## config.mk

```make
export PLATFORM = sky130hd
export DESIGN_NAME = read_resp_engine
export DESIGN_NICKNAME = d
export VERILOG_FILES = /design/src/rtl/read_resp_engine_pkg.sv /design/src/rtl/read_resp_engine_ctrl_line_decoder.sv /design/src/rtl/read_resp_engine.sv
export SDC_FILE = /design/constraint.sdc
export NUM_CORES = 1
export LEC_CHECK = 0
export CAP_MARGIN = 20
export CELL_PAD_IN_SITES_DETAIL_PLACEMENT = 1
export CELL_PAD_IN_SITES_GLOBAL_PLACEMENT = 1
export CORE_AREA = 4 4 463 465
export CTS_BUF_LIST = sky130_fd_sc_hd__clkbuf_4 sky130_fd_sc_hd__clkbuf_8 sky130_fd_sc_hd__clkbuf_16
export CTS_CLUSTER_DIAMETER = 100
export DETAILED_ROUTE_END_ITERATION = 7
export DIE_AREA = 0 0 467 469
export DONT_BUFFER_PORTS = 1
export GPL_TIMING_DRIVEN = 0
export HOLD_SLACK_MARGIN = 0.05
export MAX_ROUTING_LAYER = met4
export PLACE_DENSITY_LB_ADDON = 0.1
export SYNTH_ARGS = -nofsm -noshare
export SYNTH_HDL_FRONTEND = slang
export SYNTH_SLANG_ARGS = --single-unit
```

## constraint.sdc

```tcl
create_clock -name clk -period 3.8 [get_ports clk]
set_input_delay 0.57 -clock clk [delete_from_list [all_inputs] [get_ports clk]]
set_output_delay 0.57 -clock clk [all_outputs]
set_load 0.01 [all_outputs]
```

## src/rtl/read_resp_engine_pkg.sv

```systemverilog
// read_resp_engine_pkg: AFU state, CCI-P mdata tags, control codes and control-line layout
// shared by the read response engine and its control-line decoder.
package read_resp_engine_pkg;
    typedef enum logic [1:0] {AFU_IDLE, AFU_CTRL, AFU_RUN, AFU_HALT} e_afu_state;
    typedef enum logic [1:0] {R_IDLE, R_ARMED, R_COUNT, R_DONE} e_run_state;

    localparam int CL_ADDR_W = 42;
    typedef logic [CL_ADDR_W-1:0] t_cci_clAddr;
    typedef logic [15:0]          t_cci_mdata;

    localparam t_cci_mdata  READ_CTRL_MDATA   = 16'h00C1;
    localparam t_cci_mdata  READ_RUN_MDATA    = 16'h00D2;
    localparam logic [31:0] CONTROL_NOP       = 32'd0;
    localparam logic [31:0] CONTROL_START_RUN = 32'd1;

    localparam int CODE_OFF    = 0;
    localparam int NUM_CLS_OFF = 32;
    localparam int RD_ADDR_OFF = 64;
    localparam int CTRL_USED_W = RD_ADDR_OFF + CL_ADDR_W;
    localparam int PAD_W       = 512 - CTRL_USED_W;

    typedef struct packed {
        logic [PAD_W-1:0] pad;
        t_cci_clAddr      rd_addr;
        logic [31:0]      num_cls;
        logic [31:0]      code;
    } t_ctrl_line;
endpackage

```

## src/rtl/read_resp_engine_ctrl_line_decoder.sv

```systemverilog
// read_resp_engine_ctrl_line_decoder: stage-2 hold of control-line fields and valid/ack pulses;
// also flags a START_RUN line combinationally so the run FSM arms on the same edge as valid.
module read_resp_engine_ctrl_line_decoder
    import read_resp_engine_pkg::*;
#(
    parameter int CNT_W = 32
) (
    input  logic                   clk,
    input  logic                   rst_n,
    input  logic                   i_line_vld,
    input  logic [CTRL_USED_W-1:0] i_line,
    output logic                   o_start,
    output logic [CNT_W-1:0]       o_start_num_cls,
    output logic                   o_valid,
    output logic                   o_ack,
    output logic [31:0]            o_code,
    output t_cci_clAddr            o_rd_addr,
    output logic [CNT_W-1:0]       o_num_cls
);
    logic [31:0]      w_code;
    t_cci_clAddr      w_rd_addr;
    logic [CNT_W-1:0] w_num_cls;
    logic             r_valid;
    logic             r_ack;
    logic [31:0]      r_code;
    t_cci_clAddr      r_rd_addr;
    logic [CNT_W-1:0] r_num_cls;

    assign w_code          = i_line[CODE_OFF +: 32];
    assign w_num_cls       = i_line[NUM_CLS_OFF +: CNT_W];
    assign w_rd_addr       = i_line[RD_ADDR_OFF +: CL_ADDR_W];
    assign o_start         = i_line_vld && w_code == CONTROL_START_RUN;
    assign o_start_num_cls = w_num_cls;

    always_ff @(posedge clk or negedge rst_n) begin
        if (!rst_n) begin
            r_valid   <= 1'b0;
            r_ack     <= 1'b0;
            r_code    <= '0;
            r_rd_addr <= '0;
            r_num_cls <= '0;
        end else begin
            r_ack   <= i_line_vld;
            r_valid <= i_line_vld && w_code != CONTROL_NOP;
            if (i_line_vld) begin
                r_code    <= w_code;
                r_rd_addr <= w_rd_addr;
                r_num_cls <= w_num_cls;
            end
        end
    end

    assign o_valid   = r_valid;
    assign o_ack     = r_ack;
    assign o_code    = r_code;
    assign o_rd_addr = r_rd_addr;
    assign o_num_cls = r_num_cls;
endmodule

```

## src/rtl/read_resp_engine.sv

```systemverilog
// read_resp_engine: classifies c0 read responses into control lines, run lines and strays.
// READ_RESP_CHECKSUM_EN adds a 512-bit XOR checksum of run lines; otherwise run_checksum is 0.
module read_resp_engine
    import read_resp_engine_pkg::*;
#(
    parameter int CNT_W     = 32,
    parameter int ERR_CNT_W = 8
) (
    input  logic                 clk,
    input  logic                 rst_n,
    input  e_afu_state           i_afu_state,
    input  logic                 i_rx_valid,
    input  t_cci_mdata           i_rx_mdata,
    input  logic [511:0]         i_rx_data,
    output logic                 o_ctrl_valid,
    output logic                 o_ctrl_ack,
    output logic [31:0]          o_ctrl_code,
    output t_cci_clAddr          o_ctrl_rd_addr,
    output logic [CNT_W-1:0]     o_ctrl_num_cls,
    output logic [CNT_W-1:0]     o_run_rx_count,
    output logic                 o_run_rx_done,
    output logic [511:0]         o_run_checksum,
    output logic [ERR_CNT_W-1:0] o_stray_cnt
);
`ifdef READ_RESP_CHECKSUM_EN
    localparam int D_W = 512;
`else
    localparam int D_W = CTRL_USED_W;
`endif

    logic                 r_s1_valid;
    t_cci_mdata           r_s1_mdata;
    logic [D_W-1:0]       r_s1_data;
    e_run_state           r_state;
    e_run_state           w_next;
    logic                 r_in_run;
    logic [CNT_W-1:0]     r_count;
    logic [CNT_W-1:0]     r_num_cls;
    logic [CNT_W-1:0]     w_count_inc;
    logic [CNT_W-1:0]     w_start_num_cls;
    logic [ERR_CNT_W-1:0] r_stray;
    logic                 w_ctrl_ok;
    logic                 w_run_exit;
    logic                 w_run_ok;
    logic                 w_stray;
    logic                 w_start;
    logic                 w_arm;

    always_ff @(posedge clk or negedge rst_n) begin
        if (!rst_n) begin
            r_s1_valid <= 1'b0;
            r_s1_mdata <= '0;
            r_s1_data  <= '0;
        end else begin
            r_s1_valid <= i_rx_valid;
            r_s1_mdata <= i_rx_mdata;
            r_s1_data  <= i_rx_data[D_W-1:0];
        end
    end

    read_resp_engine_ctrl_line_decoder #(.CNT_W(CNT_W)) u_dec (
        .clk             (clk),
        .rst_n           (rst_n),
        .i_line_vld      (w_ctrl_ok),
        .i_line          (r_s1_data[CTRL_USED_W-1:0]),
        .o_start         (w_start),
        .o_start_num_cls (w_start_num_cls),
        .o_valid         (o_ctrl_valid),
        .o_ack           (o_ctrl_ack),
        .o_code          (o_ctrl_code),
        .o_rd_addr       (o_ctrl_rd_addr),
        .o_num_cls       (o_ctrl_num_cls)
    );

    // Leaving AFU_RUN beats any run line in the same cycle, which then counts as stray.
    assign w_ctrl_ok   = r_s1_valid && r_s1_mdata == READ_CTRL_MDATA && i_afu_state == AFU_CTRL;
    assign w_run_exit  = r_in_run && i_afu_state != AFU_RUN;
    assign w_run_ok    = r_s1_valid && r_s1_mdata == READ_RUN_MDATA && !w_run_exit &&
                         (r_state == R_COUNT || (r_state == R_ARMED && r_num_cls != '0));
    assign w_stray     = r_s1_valid && !w_ctrl_ok && !w_run_ok;
    assign w_arm       = w_start && !w_run_exit && r_state != R_DONE;
    assign w_count_inc = r_count + 1'b1;

    always_comb begin
        w_next = r_state;
        if (w_run_exit) w_next = R_IDLE;
        else if (w_arm) w_next = R_ARMED;
        else if (r_state == R_ARMED && r_num_cls == '0) w_next = R_DONE;
        else if (w_run_ok) w_next = (w_count_inc == r_num_cls) ? R_DONE : R_COUNT;
    end

    always_ff @(posedge clk or negedge rst_n) begin
        if (!rst_n) begin
            r_state   <= R_IDLE;
            r_in_run  <= 1'b0;
            r_count   <= '0;
            r_num_cls <= '0;
            r_stray   <= '0;
        end else begin
            r_state  <= w_next;
            r_in_run <= i_afu_state == AFU_RUN;
            if (w_arm) begin
                r_count   <= '0;
                r_num_cls <= w_start_num_cls;
            end else if (w_run_ok) begin
                r_count <= w_count_inc;
            end
            if (w_stray && r_stray != '1) r_stray <= r_stray + 1'b1;
        end
    end

`ifdef READ_RESP_CHECKSUM_EN
    logic [511:0] r_checksum;

    always_ff @(posedge clk or negedge rst_n) begin
        if (!rst_n) r_checksum <= '0;
        else if (w_arm) r_checksum <= '0;
        else if (w_run_ok) r_checksum <= r_checksum ^ r_s1_data;
    end

    assign o_run_checksum = r_checksum;
`else
    logic w_unused_data;

    assign w_unused_data  = ^i_rx_data[511:D_W];
    assign o_run_checksum = '0;
`endif

    assign o_run_rx_count = r_count;
    assign o_run_rx_done  = r_state == R_DONE;
    assign o_stray_cnt    = r_stray;
endmodule

```

==> results of run 1 <==
==> synthesized netlist by cell type (all sizes together) (2+ instances only) <==
| cell | count | area [um^2] |
|---|---|---|
| nor2b | 3 | 18.77 |
| o41ai | 2 | 32.53 |
| inv | 6 | 22.52 |
| xnor2 | 37 | 324.1 |
| nand2b | 2 | 12.51 |
| nand4 | 20 | 152.6 |
| ha | 2 | 25.02 |
| dfrtp | 306 | 7657 |
| nor4 | 25 | 177.7 |
| mux2 | 140 | 1577 |
| and4 | 7 | 61.31 |
| nand4b | 3 | 26.28 |
| a21o | 2 | 15.01 |
| a21oi | 3 | 15.01 |
| nor4b | 4 | 56.30 |
| nand3 | 18 | 102.6 |
| o21ai | 47 | 235.2 |
| a2111oi | 2 | 23.77 |
| and3 | 7 | 43.79 |
| buf | 525 | 3915 |
| nand3b | 2 | 15.01 |
| nor3 | 5 | 25.02 |
| and2 | 11 | 68.82 |
| xor2 | 23 | 201.4 |
| a31oi | 2 | 12.51 |
| a22o | 2 | 17.52 |
| nor2 | 41 | 153.9 |
| o31ai | 16 | 125.1 |
| o2111ai | 2 | 23.77 |
| nand2 | 32 | 120.1 |
| clkbuf | 23 | 90.08 |
==> through the flow <==
stage	util, %	hold slack [ns]
after floorplan	-	0.2744
after global placement	9.963	0.2875
after detailed placement	9.982	0.2847
after CTS	11.27	-0.4572
after global routing	11.32	-0.4387
final	11.33	-0.3675
==> cells by family (layout without fill, tap and decap cells) <==
| family | after synthesis | in the layout | synth area share [%] |
|---|---|---|---|
| AO/OA/AOI/OAI | 86 | 86 | 3.692 |
| flip-flops | 306 | 306 | 49.55 |
| AND/OR/NAND/NOR | 184 | 184 | 6.899 |
| adder cells (fa/ha/maj) | 2 | 2 | 0.1619 |
| buffers and inverters | 554 | 757 | 26.06 |
| XOR/XNOR | 60 | 60 | 3.401 |
| other | 1 | 550 | 0.02427 |
| multiplexers | 140 | 140 | 10.20 |
==> what timing repair did <==
action,in CTS,in global routing
endpoints found under the setup margin,27,1
gates resized for setup,1,0
hold endpoints to repair,429,306
buffers inserted,0,2
pin swaps,0,1
==> worst min-delay path by stage <==
| stage | to | slack (ns) | cells past startpoint |
|---|---|---|---|
| after global routing | u_dec.o_rd_addr[33]$_DFFE_PN0P_ | -0.44 | 0 |
| after detailed placement | u_dec.o_rd_addr[32]$_DFFE_PN0P_ | 0.28 | 0 |
| final | r_s1_mdata[4]$_DFF_PN0_ | -0.37 | 0 |
| after global placement | r_s1_data[96]$_DFF_PN0_ | 0.29 | 0 |
| after CTS | o_stray_cnt[7]$_DFFE_PN0P_ | -0.46 | 0 |
| after floorplan | o_run_rx_count[0]$_DFFE_PN0P_ | 0.27 | 0 |
==> routing by layer <==
layer / part of all wire [%] / vias to the layer above / GRT usage [%]
met4: 2.2 / 0 / 1.594
met3: 19 / 77 / 5.275
met5: 0 / - / -
met1: 38 / 5017 / 7.228
met2: 41 / 647 / 9.906
li1: - / 4867 / -
==> area by class of cell <==
cell class	count	area, um^2
repair buffers	128	1277
inverters	6	22.52
clock inverters	15	217.7
plain buffers	548	4005
fillers	24763	185800
multi-input cells	984	5695
well taps	2805	3510
flip-flops and latches	306	7657
diodes	38	95.09
clock buffers	60	1254
==> power by group <==
part / internal, W / leakage (nW) / switching [W]
logic: 0.000470 / 6.53 / 0.000449
clock network: 0.00252 / 0.733 / 0.00173
registers: 0.00336 / 3.88 / 0.000156
total: 0.00635 / 11.1 / 0.00234
==> registers in the layout (all words and copies together) (netlist names) <==
name	flops
r_in_run	1
r_state	2
r_num_cls	32
u_dec.o_code	32
u_dec.o_valid	1
o_stray_cnt	8
r_s1_valid	1
o_run_rx_count	32
r_s1_mdata	16
u_dec.o_rd_addr	42
r_s1_data	106
u_dec.o_num_cls	32
u_dec.o_ack	1
==> placed cells by master (no fill, tap or decap), drive strengths merged, types with 3 or more instances in the layout <==
cell,count
diode,38
o31ai,16
mux2,140
nand4,20
dlygate4sd3,123
nor3,5
conb,512
and2,11
a21oi,3
bufinv,3
o21ai,47
clkinv,10
nand4b,3
dfrtp,306
nor2,41
nor4,25
nand3,18
nor2b,3
and4,7
nand2,32
buf,530
nor4b,4
xor2,23
and3,7
clkbuf,83
xnor2,37
inv,7
==> flow_summary.yaml, run 1 <==
outcome:
  status: "complete, but fails checks"
  violations: "hold timing"
clocking:
  cts_buffer_depth: 3
  clk_pin_slew_ns: 0.06
  cts_tree: "yes"
  cts_max_level: 2
  numCtsBuffers: 43
  root_buffer: "clkbuf_16"
  ctsHoldBuffers: 123
  clkSinkCount: 306
  clk_latency_ns: 0.64
synth:
  synth-edff-count: 0
  synth_cell_types: 59
  syn-cell-area_um2: 15450
  synthArstFlopShare_pct: 100.0
  ys.flop_type: "dfrtp_1"
  syn_area_per_cell_um2: 11.59
  seq_area_frac_synth_pct: 49.55
  synthesis.instances: 1333
  ys_seq_elements: 306
  ys.warnings.count: 0
critical_path:
  max_stage_delay_ns: 0.70
  rr_worst_depth: 8
  critPathSlowestCell: "nor4_1"
  reg2reg_from: "r_num_cls[9]$_DFFE_PN0N_"
  cp.required_ns: 4.31
  critPathKind: "reg -> reg"
  r2r-end: "o_run_rx_count[4]$_DFFE_PN0P_"
  cp_top_family: "simple AND/OR/NAND/NOR gates"
  endpoint_kind: "flip-flop"
  crit_end: "o_run_rx_count[4]$_DFFE_PN0P_"
  crit_chain: "nor4_1 -> nand4_1 -> nor2_1 -> o32a_2 -> and2_1 -> clkbuf_1 -> o21ai_0 -> o31ai_1"
  cp.arrival_ns: 4.05
  path_depth: 8
  cp.buffers_inverters: 1
  worstSetupStartpointType: "flip-flop"
  r2r_setup_slack_ns: 0.26
  worstPathMaxFanout: 10
  cp-startpoint: "r_num_cls[9]$_DFFE_PN0N_"
power_and_ir_drop:
  p_leak_nw: 11.15
  irDropWorstVdd_mv: 0.3022
  power_w: 0.008688
  power.density_nw_per_um2: 366.1
placement:
  port_buffers: 0
  gp_congestion: 0.7618
  place_inst: 4652
  postPlaceCellArea_um2: 20920
  dp_hpwl_um: 63960
  pre_cts_ws_ns: -0.08660
timing:
  drv_slew: 0
  rsz0062_at_grt: "no"
  hold_viol_final: 306
  timing.final.crit_share_pct: 93.08
  max_freq_mhz: 282.7
  worst_slack_ns: 0.2631
  skew_ns: 0.07322
  finalSetupViolations: 0
  relSlewSlack_pct: 44.52
  post-route-min-period_ns: 3.537
  whs_ns: -0.3675
  tightest_slew_ns: 0.8321
  fin_setup_tns_ns: 0
routing:
  drt-pass1-iter-count: 4
  drtAntennaViolNets: 0
  vias: 10608
  wl_per_cell_um: 15.66
  wirelength_um: 76560
  drt_iter0_markers: 307
  routed_via_density: 2.169
  drc: 0
global_routing:
  grt_pass1_vias: 11540
  grt_max_degree: 307
  grt.total_usage_pct: 6.811
  grt-ovfl-total: 0
  antenna_found_initial: 39
  grt_pass1_wl_um: 101000
die:
  io_pins: 1194
  initial_core_util_pct: 7.373
  coreArea_um2: 209600
  fp.dieW_um: 467
  fp-row-count: 168
  die_y_um: 469
  die_area_um2: 219000
cells_and_area:
  drive_gt1_share_pct: 37.37
  nets: 2552
  fin_area_um2: 23730
  syn_to_final_growth_pct: 53.60
  final_cells: 4890
job:
  cap_violations: 0
min_path:
  hold_class: "in -> async"
No activity file was read; power rests on OpenSTA's default activity.
==> run 2, diff against run 1 <==
Settings changed: CORE_AREA 4 4 463 465 to 4 4 468 470, DIE_AREA 0 0 467 469 to 0 0 472 474, RECOVER_POWER set to 50, SYNTH_HIERARCHICAL set to 1.
==> run 2 against run 1 <==
  * The flow still finishes with violations (hold timing)
  * Clock power down 7.5%
  * Clock skew down 0.047 ns
  * Sequential share of layout area down 0.40 points
  * Area after synthesis up 2.2%
  * Worst setup slack better by 0.031 ns
  * Maximum frequency up 0.89%
  * Final cell count up 1.0%
  * Synthesized cell count up 1.9%
  * Register-to-register slack better by 0.03 ns
  * Critical path type unchanged
  * Critical path depth up 6
  * Core utilization down 0.12 points
==> flow_summary.yaml, run 2 <==
synth:
  synth_top_area_share_pct: 48.50
  synth_adder_area_share_pct: 0.2219
  synth_top_family_by_area: "buffers and inverters"
  synth_area_leaders: "dfrtp_1 (49%), buf_4 (26%), mux2_2 (8.6%)"
  syn_area_per_cell_um2: 11.63
  synth-xor-area-share_pct: 4.494
  ys.warnings.count: 6
  synth.area.mux_share_pct: 10.71
  synth-edff-count: 0
  seq_area_frac_synth_pct: 48.50
  synth_compound_area_share_pct: 1.561
  synth_top_area_cell: "dfrtp_1"
  syn-cell-area_um2: 15790
  synth_cell_types: 59
  ys.flop_type: "dfrtp_1"
  synthArstFlopShare_pct: 100.0
  ys_seq_elements: 306
  synthesis.instances: 1358
  synth.top_cells.by_count: "buf_4 (544), dfrtp_1 (306), mux2_2 (120)"
  synth.most_common_cell: "buf_4"
  yosys.area_share.simple_pct: 7.188
critical_path:
  reg2reg_from: "r_s1_mdata[10]$_DFF_PN0_"
  r2r-end: "r_num_cls[26]$_DFFE_PN0P_"
  cp_top_family: "simple AND/OR/NAND/NOR gates"
  critPathKind: "reg -> reg"
  r2r_setup_slack_ns: 0.29
  crit_chain: "nor4b_4 -> nand4_1 -> or4_4 -> clkinvlp_4 -> buf_12 -> nand2_1 -> nor3_2 -> buf_6 -> nand2_1 -> nor2_4 -> buf_8 -> clkbuf_8 -> buf_8 -> mux2_2"
  worstSetupStartpointType: "flip-flop"
  worstPathMaxFanout: 10
  cp.buffers_inverters: 6
  cp.required_ns: 4.25
  cp.arrival_ns: 3.96
  path_depth: 14
  endpoint_kind: "flip-flop"
  max_stage_delay_ns: 0.62
  rr_worst_depth: 14
  critPathSlowestCell: "or4_4"
die:
  die_area_um2: 223700
  initial_core_util_pct: 7.363
  io_pins: 1194
  coreArea_um2: 214400
  die_y_um: 474
  fp-row-count: 170
  fp.dieW_um: 472
timing:
  rsz0062_at_grt: "no"
  relSlewSlack_pct: 41.96
  timing.final.crit_share_pct: 92.26
  finalSetupViolations: 0
  hold_viol_final: 306
  drv_slew: 0
  skew_ns: 0.02659
  max_freq_mhz: 285.2
  tightest_slew_ns: 0.8706
  worst_slack_ns: 0.2942
  post-route-min-period_ns: 3.506
  whs_ns: -0.2920
cells_and_area:
  final_common_cell: "buf_4"
  largest_register_ffs: 106
  syn_to_final_growth_pct: 52.22
  top_register: "r_s1_data"
  mostFrequentLayoutCells: "buf_4 (549), conb_1 (512), dfrtp_1 (306)"
  drive_gt1_share_pct: 39.17
  nets: 2576
  final_util_pct: 11.21
clocking:
  numCtsBuffers: 40
  clk_pin_slew_ns: 0.06
  ctsHoldBuffers: 123
  clk_latency_ns: 0.58
  cts_tree: "yes"
  cts_max_level: 2
  clkSinkCount: 306
  cts_buffer_depth: 3
  root_buffer: "clkbuf_16"
power_and_ir_drop:
  p_leak_nw: 11.30
  power.density_nw_per_um2: 352.7
  irDropWorstVdd_mv: 0.3291
routing:
  wl_per_cell_um: 14.72
  routed_via_density: 2.098
  drc: 0
  wirelength_um: 72720
  drt-pass1-iter-count: 4
  drtAntennaViolNets: 0
  vias: 10361
  drt_iter0_markers: 192
global_routing:
  grt-ovfl-total: 0
  grt_pass1_wl_um: 96710
  grt_pass1_vias: 11222
  grt_max_degree: 307
  grt.total_usage_pct: 6.328
  antenna_found_initial: 28
placement:
  gp_congestion: 0.7300
  port_buffers: 0
  dp_hpwl_um: 60950
  pre_cts_ws_ns: -1.324
job:
  cap_violations: 0
outcome:
  violations: "hold timing"
  status: "complete, but fails checks"
min_path:
  hold_class: "in -> async"
## run 2: per-stage QoR
stage	setup TNS (ns)	cell area (um^2)	std cells	power, W	hold WS (ns)
after detailed placement	-67.36	21290	4710	0.004405	0.2823
after global placement	-163.85	21260	4707	0.004402	0.2863
final	0	24030	4939	0.008476	-0.2920
after CTS	0	23920	4908	0.008677	-0.3739
after floorplan	0	17710	1869	0.004255	0.2744
after global routing	0	24030	4938	0.008966	-0.3544
## run 2: where the power goes
group / leakage (nW) / switching, W / internal, W
Combinational: 6.78 / 0.000509 / 0.000521
Sequential: 3.84 / 0.000146 / 0.00337
Clock: 0.674 / 0.00162 / 0.00231
## run 2: worst max-delay path by stage
stage,startpoint,to,slack [ns]
2_1_floorplan,r_s1_mdata[9]$_DFF_PN0_,r_num_cls[10]$_DFFE_PN0P_,0.43
3_3_place_gp,r_s1_mdata[9]$_DFF_PN0_,o_run_rx_count[4]$_DFFE_PN0P_,-3.02
3_5_place_dp,r_s1_valid$_DFF_PN0_,o_run_rx_count[0]$_DFFE_PN0P_,-1.32
4_1_cts,r_s1_mdata[10]$_DFF_PN0_,r_num_cls[30]$_DFFE_PN0P_,0.002
5_1_grt,o_run_rx_count[0]$_DFFE_PN0P_,r_state[0]$_DFFE_PN0P_,0.04
6_report,r_s1_mdata[10]$_DFF_PN0_,r_num_cls[26]$_DFFE_PN0P_,0.29
## run 2: per-layer routing
metal,part of all wire [%],vias to the layer above,GRT usage [%]
met2,45,635,9.890
met3,18,57,4.707
li1,-,4857,-
met4,1.6,0,1.309
met5,0,-,-
met1,36,4812,6.354
## run 2: kinds of logic (layout without fill, tap and decap cells)
logic type | count (synthesis) | after routing
AOI/OAI and AO/OA | 34 | 34
buffers and inverters | 584 | 788
xor gates and xnor gates | 81 | 81
and+or+nand+nor | 205 | 205
DFF | 306 | 306
muxes | 144 | 144
other | 1 | 540
adders and majority gates | 3 | 3
## run 2: layout make-up
cell class | count | area [um^2]
Antenna cell | 28 | 70.07
Buffer | 575 | 4279
Clock buffer | 59 | 1224
Clock inverter | 15 | 122.6
Fill cell | 25268 | 190400
Inverter | 7 | 30.03
Multi-Input combinational cell | 979 | 5763
Sequential cell | 306 | 7657
Tap cell | 2838 | 3551
Timing Repair Buffer | 132 | 1335
## run 2: timing repair
action,in CTS,in global routing
endpoints found under the hold margin,429,306
cloned,0,1
resized for setup,18,1
endpoints found under the setup margin,64,15
setup buffers,3,2
pin swaps,5,1
==> run 3, diff against run 2 <==
Settings changed: ABC_AREA set to 1.
==> run 3 against run 2 <==
  * The flow still finishes with violations (hold timing)
  * Via count increased by 19%
  * Routed wire length up 10%
  * Sequential power hardly changed
  * Critical path type unchanged
  * Largest cell class unchanged
  * Highest routed layer unchanged
==> flow_summary.yaml, run 3 <==
outcome:
  status: "complete, but fails checks"
  violations: "hold timing"
global_routing:
  grt.total_usage_pct: 7.095
  grt-ovfl-total: 0
  grt_max_degree: 307
  grt_pass1_wl_um: 109500
  grt_pass1_vias: 13197
  antenna_found_initial: 48
power_and_ir_drop:
  p_switching_w: 0.002365
  power_switching_share_pct: 27.03
  p_leak_nw: 12.75
  comb_power_share_pct: 10.8
  seqPwrFrac_pct: 39.9
  power.internal_w: 0.006385
  irDropWorstVdd_mv: 0.3009
  power_w: 0.008750
  clockPowerShare_pct: 49.3
  power.density_nw_per_um2: 357.2
cells_and_area:
  syn_to_final_growth_pct: 52.19
  final_common_cell: "nand2_1"
  final_util_pct: 11.42
  mostFrequentLayoutCells: "nand2_1 (580), buf_4 (550), conb_1 (512)"
  nets: 3076
  drive_gt1_share_pct: 26.64
  largest_register_ffs: 106
  multiInputGateArea_um2: 5738
  n_fill_cell: 25652
  top_register: "r_s1_data"
  regArea_um2: 7657
  fin_area_um2: 24490
die:
  io_pins: 1194
  initial_core_util_pct: 7.506
  die_area_um2: 223700
  fp.dieW_um: 472
  fp-row-count: 170
  coreArea_um2: 214400
  die_y_um: 474
synth:
  ys_seq_elements: 306
  synth_top_area_share_pct: 47.58
  syn_area_per_cell_um2: 8.676
  synth-edff-count: 0
  synth_top_area_cell: "dfrtp_1"
  synth.most_common_cell: "nand2_1"
  syn-cell-area_um2: 16090
  ys.warnings.count: 6
  synth_cell_types: 34
  synth_area_leaders: "dfrtp_1 (48%), buf_4 (26%), nand2_1 (14%)"
  ys.flop_type: "dfrtp_1"
  synthArstFlopShare_pct: 100.0
  synth.top_cells.by_count: "nand2_1 (580), buf_4 (547), dfrtp_1 (306)"
  seq_area_frac_synth_pct: 47.58
  synthesis.instances: 1855
placement:
  postPlaceCellArea_um2: 21560
  gp_congestion: 0.6746
  pre_cts_ws_ns: -0.9824
  dp_hpwl_um: 66610
  port_buffers: 0
critical_path:
  critPathKind: "reg -> reg"
  worstSetupStartpointType: "flip-flop"
  cp.required_ns: 4.24
  rr_worst_depth: 14
  worstPathMaxFanout: 10
  r2r-end: "r_num_cls[20]$_DFFE_PN0P_"
  reg2reg_from: "r_s1_valid$_DFF_PN0_"
  endpoint_kind: "flip-flop"
  r2r_setup_slack_ns: 0.58
  cp.arrival_ns: 3.67
routing:
  drt_iter0_markers: 324
  wirelength_um: 80320
  drt-pass1-iter-count: 4
  drc: 0
  drtAntennaViolNets: 0
  routed_via_density: 2.255
  vias: 12303
  wl_per_cell_um: 14.72
clocking:
  cts_tree: "yes"
  cts_max_level: 2
  clk_latency_ns: 0.64
  clk_pin_slew_ns: 0.06
  numCtsBuffers: 45
  ctsHoldBuffers: 125
  cts_buffer_depth: 3
  root_buffer: "clkbuf_16"
  clkSinkCount: 306
timing:
  skew_ns: 0.06383
  timing.final.crit_share_pct: 84.80
  max_freq_mhz: 310.3
  finalSetupViolations: 0
  whs_ns: -0.3679
  relSlewSlack_pct: 39.31
  hold_viol_final: 306
  worst_slack_ns: 0.5775
  post-route-min-period_ns: 3.222
  drv_slew: 0
  tightest_slew_ns: 0.9008
  rsz0062_at_grt: "no"
job:
  cap_violations: 0
min_path:
  hold_class: "in -> async"
[run 3: cell types whose count changed after synthesis, sizes merged, moves of 20 or more]
cell   before  now
o21ai       7   38
nor4       22    0
nand3      15   78
nand2      37  586
xor2       26    6
mux2      139    0
nor2       54  108
inv         7   88
o22ai       0   29
xnor2      55    4
[run 3: metal layers]
| layer | vias to the layer above | share of wire, % | global-route usage [%] |
|---|---|---|---|
| li1 | 6126 | - | - |
| met1 | 5457 | 39 | 7.721 |
| met2 | 651 | 41 | 10.34 |
| met3 | 69 | 18 | 5.532 |
| met4 | 0 | 1.2 | 1.062 |
| met5 | - | 0 | - |
[run 3: what timing repair did]
action | 4_1_cts | 5_1_grt
endpoints found under the hold margin | 430 | 306
buffers inserted | 0 | 3
gates resized for setup | 7 | 2
setup endpoints to repair | 66 | 17
[run 3: area by class of cell]
| type | instances | area share, % |
|---|---|---|
| clock inverters | 12 | 0.6539 |
| inverters | 89 | 1.389 |
| flip-flops and latches | 306 | 31.26 |
| well taps | 2838 | 14.50 |
| repair buffers | 128 | 5.200 |
| diodes | 48 | 0.4904 |
| clock buffers | 65 | 5.466 |
| multi-input cells | 1391 | 23.43 |
| plain buffers | 580 | 17.61 |
[run 3: kinds of logic (layout without fill, tap and decap cells)]
family | Yosys count | after routing | share of synthesized area [%]
compound gates | 70 | 70 | 2.457
xor+xnor | 11 | 11 | 0.6841
fa+ha+maj | 2 | 2 | 0.1555
buf+inv | 669 | 874 | 28.88
flops | 306 | 306 | 47.58
other cells | 1 | 560 | 0.02330
simple gates | 796 | 796 | 20.22
[run 3: power by group through the flow]
stage               Clock (W)  Sequential (W)  Combinational [W]
floorplan                   0         0.00350           0.000708
global placement            0         0.00356           0.000739
detailed placement          0         0.00356           0.000739
CTS                   0.00455         0.00350           0.000864
global route          0.00468         0.00350            0.00105
finish                0.00431         0.00349           0.000949
[run 3: worst max path at each step]
stage                            startpoint                        end  cells past startpoint
floorplan                    i_afu_state[0]  r_num_cls[10]$_DFFE_PN0P_                     13
global placement       r_s1_valid$_DFF_PN0_  r_num_cls[20]$_DFFE_PN0P_                     13
detailed placement     r_s1_valid$_DFF_PN0_  r_num_cls[20]$_DFFE_PN0P_                     13
CTS                    r_s1_valid$_DFF_PN0_  r_num_cls[22]$_DFFE_PN0P_                     14
global route        r_s1_mdata[4]$_DFF_PN0_  r_num_cls[22]$_DFFE_PN0P_                     13
finish                 r_s1_valid$_DFF_PN0_  r_num_cls[20]$_DFFE_PN0P_                     14
[run 3: through the flow]
stage | TNS [ns] | std cells | hold slack [ns]
6_report | 0 | 5457 | -0.3679
5_1_grt | 0 | 5454 | -0.4365
4_1_cts | 0 | 5406 | -0.4284
3_5_place_dp | -49.12 | 5204 | 0.2853
3_3_place_gp | -44.70 | 5204 | 0.2859
2_1_floorplan | 0 | 2366 | 0.2744
[run 3: worst max-delay path: stages, from the launching register on]
cell and delay (ns):
dfrtp_1 0.34, nand2_1 0.07, nor3b_2 0.23, nand4_1 0.18, nor3_4 0.26, buf_4 0.30
nand2_1 0.12, nor3_1 0.20, nand2_1 0.09, nor2_2 0.25, nand3_4 0.24, clkinvlp_4 0.25
buf_4 0.12, clkbuf_2 0.23, o21ai_0 0.18
